`src/rtl/vu_lane_fu_share_if.sv`:
```
// Coprocessor request/response bundle for one shared lane functional unit.
// Both channels transfer on a cycle where the valid and ready of that channel are both high.
interface vu_lane_fu_share_if #(
    parameter int FNW = 11,
    parameter int XW  = 64,
    parameter int EW  = 5
);
    logic           cp_val;
    logic           cp_rdy;
    logic [FNW-1:0] cp_fn;
    logic [XW-1:0]  cp_in0;
    logic [XW-1:0]  cp_in1;
    logic [XW-1:0]  cp_in2;

    logic           cp_resp_val;
    logic           cp_resp_rdy;
    logic [XW-1:0]  cp_resp_bits;
    logic [EW-1:0]  cp_resp_exc;

    modport master (
        output cp_val, cp_fn, cp_in0, cp_in1, cp_in2, cp_resp_rdy,
        input  cp_rdy, cp_resp_val, cp_resp_bits, cp_resp_exc
    );

    modport slave (
        input  cp_val, cp_fn, cp_in0, cp_in1, cp_in2, cp_resp_rdy,
        output cp_rdy, cp_resp_val, cp_resp_bits, cp_resp_exc
    );
endinterface

```
`src/rtl/vu_lane_fu_share.sv`:
```
// Shares one fixed-latency lane FU between the vector issue path and the coprocessor.
// Vector ops always win; cp results are parked in a credit-limited response FIFO.
module vu_lane_fu_share #(
    parameter int W      = 65,
    parameter int XW     = 64,
    parameter int FNW    = 11,
    parameter int EW     = 5,
    parameter int LAT    = 4,
    parameter int CPQ    = 2,
    parameter int STARVE = 8
) (
    input  logic           clk,
    input  logic           reset,

    input  logic           vu_val,
    input  logic [FNW-1:0] vu_fn,
    input  logic [W-1:0]   vu_in0,
    input  logic [W-1:0]   vu_in1,
    input  logic [W-1:0]   vu_in2,

    vu_lane_fu_share_if.slave cp,

    output logic           fu_val,
    output logic [FNW-1:0] fu_fn,
    output logic [W-1:0]   fu_in0,
    output logic [W-1:0]   fu_in1,
    output logic [W-1:0]   fu_in2,
    input  logic [W-1:0]   fu_out,
    input  logic [EW-1:0]  fu_exc,

    output logic           wb_val,
    output logic [W-1:0]   wb_data,
    output logic           cp_starve
);

    localparam int PW = (CPQ > 1) ? $clog2(CPQ) : 1;
    localparam int CW = $clog2(CPQ + 1);
    localparam int SW = $clog2(STARVE + 1);

    // ---------------- issue ----------------
    logic [CW-1:0] credit;
    logic          cp_fire;

    assign cp.cp_rdy = ~vu_val & (credit < CW'(CPQ));
    assign cp_fire   = cp.cp_val & cp.cp_rdy;
    assign fu_val    = vu_val | cp_fire;

    always_comb begin
        if (vu_val) begin
            fu_fn  = vu_fn;
            fu_in0 = vu_in0;
            fu_in1 = vu_in1;
            fu_in2 = vu_in2;
        end else begin
            fu_fn  = cp.cp_fn;
            fu_in0 = W'(cp.cp_in0);
            fu_in1 = W'(cp.cp_in1);
            fu_in2 = W'(cp.cp_in2);
        end
    end

    // ---------------- owner pipe ----------------
    // Entry LAT-1 describes the op whose result is on fu_out this cycle.
    logic [LAT-1:0] own_v;
    logic [LAT-1:0] own_cp;
    logic           tail_v;
    logic           tail_cp;

    always_ff @(posedge clk or negedge reset) begin
        if (!reset) begin
            own_v  <= '0;
            own_cp <= '0;
        end else begin
            own_v[0]  <= fu_val;
            own_cp[0] <= cp_fire;
            for (int i = 1; i < LAT; i++) begin
                own_v[i]  <= own_v[i-1];
                own_cp[i] <= own_cp[i-1];
            end
        end
    end

    assign tail_v  = own_v[LAT-1];
    assign tail_cp = own_cp[LAT-1];

    assign wb_val  = tail_v & ~tail_cp;
    assign wb_data = fu_out;

    // ---------------- cp response FIFO ----------------
    logic [XW-1:0] q_bits [CPQ];
    logic [EW-1:0] q_exc  [CPQ];
    logic [PW-1:0] rd_ptr;
    logic [PW-1:0] wr_ptr;
    logic [CW-1:0] count;
    logic          push;
    logic          pop;

    function automatic logic [PW-1:0] ptr_inc(input logic [PW-1:0] p);
        return (p == PW'(CPQ - 1)) ? '0 : p + PW'(1);
    endfunction

    assign push = tail_v & tail_cp;
    assign pop  = cp.cp_resp_val & cp.cp_resp_rdy;

    assign cp.cp_resp_val  = (count != '0);
    assign cp.cp_resp_bits = q_bits[rd_ptr];
    assign cp.cp_resp_exc  = q_exc[rd_ptr];

    always_ff @(posedge clk or negedge reset) begin
        if (!reset) begin
            rd_ptr <= '0;
            wr_ptr <= '0;
            count  <= '0;
            for (int i = 0; i < CPQ; i++) begin
                q_bits[i] <= '0;
                q_exc[i]  <= '0;
            end
        end else begin
            if (push) begin
                q_bits[wr_ptr] <= fu_out[XW-1:0];
                q_exc[wr_ptr]  <= fu_exc;
                wr_ptr         <= ptr_inc(wr_ptr);
            end
            if (pop) begin
                rd_ptr <= ptr_inc(rd_ptr);
            end
            case ({push, pop})
                2'b10:   count <= count + CW'(1);
                2'b01:   count <= count - CW'(1);
                default: count <= count;
            endcase
        end
    end

    // ---------------- credits ----------------
    // A credit is held from issue until the response is popped, so the FIFO never overflows.
    always_ff @(posedge clk or negedge reset) begin
        if (!reset) begin
            credit <= '0;
        end else begin
            case ({cp_fire, pop})
                2'b10:   credit <= credit + CW'(1);
                2'b01:   credit <= credit - CW'(1);
                default: credit <= credit;
            endcase
        end
    end

    // ---------------- starvation ----------------
    logic [SW-1:0] starve_cnt;
    logic [SW-1:0] starve_nxt;

    // Only cycles lost to a vector op count; credit-limited stalls hold the count.
    always_comb begin
        starve_nxt = starve_cnt;
        if (!cp.cp_val || cp_fire) begin
            starve_nxt = '0;
        end else if (vu_val && (starve_cnt != SW'(STARVE))) begin
            starve_nxt = starve_cnt + SW'(1);
        end
    end

    always_ff @(posedge clk or negedge reset) begin
        if (!reset) begin
            starve_cnt <= '0;
            cp_starve  <= 1'b0;
        end else begin
            starve_cnt <= starve_nxt;
            cp_starve  <= (starve_nxt == SW'(STARVE));
        end
    end

    // ---------------- invariants ----------------
    a_no_overflow: assert property (@(posedge clk) disable iff (!reset)
        !(push && (count == CW'(CPQ))));
    a_credit_range: assert property (@(posedge clk) disable iff (!reset)
        credit <= CW'(CPQ));
    a_count_le_credit: assert property (@(posedge clk) disable iff (!reset)
        count <= credit);

endmodule

```
`src/flat_wrapper.sv`:
```
// flat-port wrapper written by rule: the top's interface ports become plain ports
module vu_lane_fu_share_flat 
#(
    parameter int W      = 65,
    parameter int XW     = 64,
    parameter int FNW    = 11,
    parameter int EW     = 5,
    parameter int LAT    = 4,
    parameter int CPQ    = 2,
    parameter int STARVE = 8
)
  (clk, reset, vu_val, vu_fn, vu_in0, vu_in1, vu_in2, fu_val, fu_fn, fu_in0, fu_in1, fu_in2, fu_out, fu_exc, wb_val, wb_data, cp_starve, cp_cp_val, cp_cp_fn, cp_cp_in0, cp_cp_in1, cp_cp_in2, cp_cp_resp_rdy, cp_cp_rdy, cp_cp_resp_val, cp_cp_resp_bits, cp_cp_resp_exc);
  vu_lane_fu_share_if #(.FNW(FNW), .XW(XW), .EW(EW)) cp_i ();
  input  logic clk;
  input  logic reset;
  input  logic vu_val;
  input  logic [FNW-1:0] vu_fn;
  input  logic [W-1:0] vu_in0;
  input  logic [W-1:0] vu_in1;
  input  logic [W-1:0] vu_in2;
  output logic fu_val;
  output logic [FNW-1:0] fu_fn;
  output logic [W-1:0] fu_in0;
  output logic [W-1:0] fu_in1;
  output logic [W-1:0] fu_in2;
  input  logic [W-1:0] fu_out;
  input  logic [EW-1:0] fu_exc;
  output logic wb_val;
  output logic [W-1:0] wb_data;
  output logic cp_starve;
  input wire logic [$bits(cp_i.cp_val)-1:0] cp_cp_val;
  input wire logic [$bits(cp_i.cp_fn)-1:0] cp_cp_fn;
  input wire logic [$bits(cp_i.cp_in0)-1:0] cp_cp_in0;
  input wire logic [$bits(cp_i.cp_in1)-1:0] cp_cp_in1;
  input wire logic [$bits(cp_i.cp_in2)-1:0] cp_cp_in2;
  input wire logic [$bits(cp_i.cp_resp_rdy)-1:0] cp_cp_resp_rdy;
  output wire logic [$bits(cp_i.cp_rdy)-1:0] cp_cp_rdy;
  output wire logic [$bits(cp_i.cp_resp_val)-1:0] cp_cp_resp_val;
  output wire logic [$bits(cp_i.cp_resp_bits)-1:0] cp_cp_resp_bits;
  output wire logic [$bits(cp_i.cp_resp_exc)-1:0] cp_cp_resp_exc;
  assign cp_i.cp_val = cp_cp_val;
  assign cp_i.cp_fn = cp_cp_fn;
  assign cp_i.cp_in0 = cp_cp_in0;
  assign cp_i.cp_in1 = cp_cp_in1;
  assign cp_i.cp_in2 = cp_cp_in2;
  assign cp_i.cp_resp_rdy = cp_cp_resp_rdy;
  assign cp_cp_rdy = cp_i.cp_rdy;
  assign cp_cp_resp_val = cp_i.cp_resp_val;
  assign cp_cp_resp_bits = cp_i.cp_resp_bits;
  assign cp_cp_resp_exc = cp_i.cp_resp_exc;
  vu_lane_fu_share #(.W(W), .XW(XW), .FNW(FNW), .EW(EW), .LAT(LAT), .CPQ(CPQ), .STARVE(STARVE)) u_core (.clk(clk), .reset(reset), .vu_val(vu_val), .vu_fn(vu_fn), .vu_in0(vu_in0), .vu_in1(vu_in1), .vu_in2(vu_in2), .cp(cp_i), .fu_val(fu_val), .fu_fn(fu_fn), .fu_in0(fu_in0), .fu_in1(fu_in1), .fu_in2(fu_in2), .fu_out(fu_out), .fu_exc(fu_exc), .wb_val(wb_val), .wb_data(wb_data), .cp_starve(cp_starve));
endmodule
```
`config.mk`:
```
export PLATFORM = sky130hd
export DESIGN_NAME = vu_lane_fu_share_flat
export DESIGN_NICKNAME = d
export VERILOG_FILES = /design/src/rtl/vu_lane_fu_share_if.sv /design/src/rtl/vu_lane_fu_share.sv /design/src/flat_wrapper.sv
export SDC_FILE = /design/constraint.sdc
export NUM_CORES = 1
export LEC_CHECK = 0
export BUFFER_PORTS_ARGS = -buffer_cell sky130_fd_sc_hd__buf_2
export CAP_MARGIN = 40
export CORE_AREA = 2 2 321 323
export DETAILED_ROUTE_END_ITERATION = 7
export DIE_AREA = 0 0 323 325
export GPL_TIMING_DRIVEN = 0
export PLACE_DENSITY = 0.3
export REMOVE_ABC_BUFFERS = 1
export SLEW_MARGIN = 20
export SYNTH_ARGS = -nofsm -noshare
export SYNTH_HDL_FRONTEND = slang
export SYNTH_SLANG_ARGS = --single-unit
```
`constraint.sdc`:
```
create_clock -name clk -period 4.02 [get_ports clk]
set_clock_uncertainty 0.15 [all_clocks]
set_input_delay 0 -clock clk [delete_from_list [all_inputs] [get_ports clk]]
set_output_delay 0 -clock clk [all_outputs]
set_load 0.05 [all_outputs]
```
==> metrics.yaml <==
status:
  outcome: "complete, no violations"
timing:
  achievable_freq_ghz: 0.407
  setup_tns_ns: 0
  final-setup-viol-count: 0
  worst-slew-pin-transition_ns: 0.680
  rsz_0062_raised_after_global_routing: "no"
  maxSlewHeadroom_pct: 54.7
  worst_slack_ns: 1.56
  post-route-min-period_ns: 2.46
  timing.hold.ws_ns: 0.0755
  final-max-slew-violation-count: 0
  finalHoldViolations: 0
  crit_share_post_route_pct: 61.1
global_routing:
  global_route.usage.total_pct: 13.2
  antenna_violations_before_repair: 106
  vias_in_the_first_global_route: 9983
  grt_max_degree: 89
  grt_first_pass_wirelength_um: 91400
  grt_remaining_overflow: 0
placement:
  hpwl_um: 63100
  place_congestion: 0.983
  dp.cells: 2819
  dp_worst_setup_slack_ns: 1.83
  postPlaceCellArea_um2: 15000
  place.port_buffers: 826
floorplan:
  fp.dieW_um: 323
  pin_count: 829
  fp.dieArea_um2: 105000
  floorplan.initialDensity_pct: 9.54
  core_area_um2: 101000
  chipHeight_um: 325
  row_count: 117
power:
  share_clk_of_total_power_pct: 16.4
  share_comb_of_total_power_pct: 57.1
  finalPower_mw: 10.4
  static_leakage_nw: 7.59
  cellPowerDensity_nw_per_um2: 636
  ir_worst_vdd_v: 0.000294
  power.net_switching_mw: 5.18
  p_sw_share_pct: 49.7
  internal_power_mw: 5.25
  p_seq_share_pct: 26.5
synth:
  postSynthRegisterBits: 157
  synth-warning-count: 0
  netlist-cell-type-count: 28
  post_synth_instance_area_um2: 9660
  syn_avg_cell_area_um2: 13.2
  synth.yosys.seq_area_share_pct: 40.7
  synthCells: 730
clock_tree:
  ctsLongestPathBuffers: 2
  cts_root_buf: "sky130_fd_sc_hd__clkbuf_16"
  cts_tree: "yes"
  htree_levels: 4
  tritoncts_buffer_count: 17
  clock_sinks: 157
  cts.reportedPaths.clkPinSlew_ns: 0.07
  ctsResizeCount: 0
  post-cts-setup-buffers: 0
  worstSkewPairLatency_ns: 0.46
critical_path:
  cp-start-kind: "flip-flop"
  reg2regPathDepth: 4
  rr_endpoint: "u_core.q_bits[108]"
  r2r-start: "u_core.own_cp[3]"
  crit_arrival_ns: 2.31
  worst-r2r-setup-slack_ns: 1.91
  timing.critical_path.fanout_max: 43
  crit_path_end_kind: "primary output"
  worst-setup-path-type: "flip-flop to primary output"
  critPathRequiredTime_ns: 3.87
layout:
  syn2layout_area_growth_pct: 69.7
  final-seq-area_um2: 3930
  post_route_cells_drive_above_1_share_pct: 77.9
  design.final.nets: 2033
  post-route-util_pct: 16.2
  final_cell_count_no_fill: 2949
  fillerInstances: 11500
  area_of_the_multi_input_gates_um2: 4960
  stdcell_area_um2: 16400
route:
  viasPerCell: 3.23
  drt_drc_violations_left: 0
  via_count: 9531
  wirelength_um: 71400
  postRouteAntennaNets: 0
  drtPass1Iterations: 4
  post_drt_wl_per_cell_um: 24.2
  drt-initial-drc-count: 240
worst_hold_path:
  timing.hold.worst.start: "vu_val"
  worstHoldEndpoint: "u_core.starve_cnt[1]"
  min_delay_worst_type: "primary input to flip-flop"
  hold_path_depth: 4
run:
  maxCapViolations: 0
-- Yosys cell counts --
| cell type | instances | area share (%) |
|---|---|---|
| sky130_fd_sc_hd__xor2_1 | 3 | 0.27 |
| sky130_fd_sc_hd__nand4_1 | 1 | 0.065 |
| sky130_fd_sc_hd__o21ai_0 | 3 | 0.16 |
| sky130_fd_sc_hd__nand2_1 | 5 | 0.19 |
| sky130_fd_sc_hd__buf_4 | 65 | 5.1 |
| sky130_fd_sc_hd__o211ai_1 | 1 | 0.078 |
| sky130_fd_sc_hd__buf_6 | 8 | 0.93 |
| sky130_fd_sc_hd__mux2_2 | 342 | 40 |
| sky130_fd_sc_hd__ha_1 | 4 | 0.52 |
| sky130_fd_sc_hd__or2_2 | 1 | 0.065 |
| sky130_fd_sc_hd__or4_4 | 1 | 0.12 |
| sky130_fd_sc_hd__a21o_1 | 1 | 0.078 |
| sky130_fd_sc_hd__nand3_1 | 3 | 0.16 |
| sky130_fd_sc_hd__xnor2_1 | 5 | 0.45 |
| sky130_fd_sc_hd__nand3b_1 | 1 | 0.078 |
| sky130_fd_sc_hd__or2_1 | 1 | 0.065 |
| sky130_fd_sc_hd__clkbuf_1 | 3 | 0.12 |
| sky130_fd_sc_hd__nor2b_1 | 2 | 0.13 |
| sky130_fd_sc_hd__a2111oi_2 | 1 | 0.16 |
| sky130_fd_sc_hd__and2_1 | 4 | 0.26 |
| sky130_fd_sc_hd__dfrtp_1 | 157 | 41 |
| sky130_fd_sc_hd__mux2_1 | 69 | 8.0 |
| sky130_fd_sc_hd__and3b_1 | 1 | 0.091 |
| sky130_fd_sc_hd__buf_2 | 36 | 1.9 |
| sky130_fd_sc_hd__nor2_1 | 4 | 0.16 |
| sky130_fd_sc_hd__a21oi_1 | 3 | 0.16 |
| sky130_fd_sc_hd__inv_1 | 4 | 0.16 |
| sky130_fd_sc_hd__inv_4 | 1 | 0.065 |
-- area by class of cell --
cell class	instances	area share, %
Timing Repair Buffer	908	31.2
Sequential cell	157	24.0
Clock buffer	18	2.62
Antenna cell	24	0.366
Multi-Input combinational cell	456	30.2
Inverter	5	0.130
Clock inverter	13	1.01
Tap cell	1368	10.4
-- cell usage in the layout, fill, tap and decap left out, types with 2 or more instances in the layout --
cell / instances
sky130_fd_sc_hd__buf_2: 824
sky130_fd_sc_hd__mux2_2: 342
sky130_fd_sc_hd__dfrtp_1: 156
sky130_fd_sc_hd__dlygate4sd3_1: 74
sky130_fd_sc_hd__mux2_1: 69
sky130_fd_sc_hd__diode_2: 24
sky130_fd_sc_hd__clkbuf_16: 17
sky130_fd_sc_hd__buf_16: 8
sky130_fd_sc_hd__nand2_1: 5
sky130_fd_sc_hd__xnor2_1: 5
sky130_fd_sc_hd__inv_1: 4
sky130_fd_sc_hd__nor2_1: 4
sky130_fd_sc_hd__and2_1: 4
sky130_fd_sc_hd__ha_1: 4
sky130_fd_sc_hd__clkinvlp_4: 4
sky130_fd_sc_hd__o21ai_0: 3
sky130_fd_sc_hd__a21oi_1: 3
sky130_fd_sc_hd__xor2_1: 3
sky130_fd_sc_hd__bufinv_16: 3
sky130_fd_sc_hd__inv_6: 3
sky130_fd_sc_hd__nor2b_1: 2
sky130_fd_sc_hd__nand3_1: 2
sky130_fd_sc_hd__clkinv_2: 2
sky130_fd_sc_hd__buf_8: 2
-- routing by layer --
layer  routed length [um]  GRT usage [%]  part of all wire, %  up-vias
met5                  537              0                 0.75        -
met4                 2100           4.01                  2.9       84
met3                 9600           7.78                   13      163
met2                33200           21.8                   47      542
met1                25900           13.9                   36     4514
li1                     -              -                    -     4228
-- worst max path at each step --
stage                                 from             endpoint
after floorplan           u_core.own_cp[3]     u_core.q_bits[0]
after global placement              vu_val     u_core.cp_starve
after detailed placement  u_core.own_cp[3]   u_core.q_bits[108]
after CTS                    u_core.rd_ptr  cp_cp_resp_bits[53]
after global routing         u_core.rd_ptr  cp_cp_resp_bits[53]
final                        u_core.rd_ptr  cp_cp_resp_bits[53]
-- power by group through the flow --
stage	sequential [mW]	clock [mW]	combinational, mW
after floorplan	2.69	0	4.20
after global placement	2.85	0	5.92
after detailed placement	2.80	0	6.00
after CTS	2.78	1.82	6.08
after global routing	2.88	1.86	6.28
final	2.76	1.71	5.96
-- cells by family (layout without fill, tap and decap cells) --
logic type	count (synthesis)	in the layout	share of synthesized area (%)
fa+ha+maj	4	4	0.518
buf+inv	117	944	8.19
flops	157	157	40.7
other cells	0	24	0
xor+xnor	8	8	0.725
compound gates	9	9	0.622
simple gates	24	24	1.37
mux	411	411	47.9
-- registers in the layout (all words and copies together), names as in the netlist --
register	cells
u_core.own_cp	4
u_core.cp_starve	1
u_core.wr_ptr	1
u_core.q_bits	128
u_core.q_exc	10
u_core.rd_ptr	1
u_core.starve_cnt	4
u_core.count	2
u_core.credit	2
u_core.own_v	4
-- worst max-delay path, cell delays in order, from the launching register on --
cell and delay [ns]:
sky130_fd_sc_hd__dfrtp_4 0.81, sky130_fd_sc_hd__buf_16 0.33, sky130_fd_sc_hd__mux2_2 0.39, sky130_fd_sc_hd__buf_2 0.27
-- repair_timing --
item	in CTS	in global routing
hold buffers	75	0
hold endpoints to repair	255	0
setup endpoints to repair	0	0
Note: power is estimated with default switching activity, not from simulation.
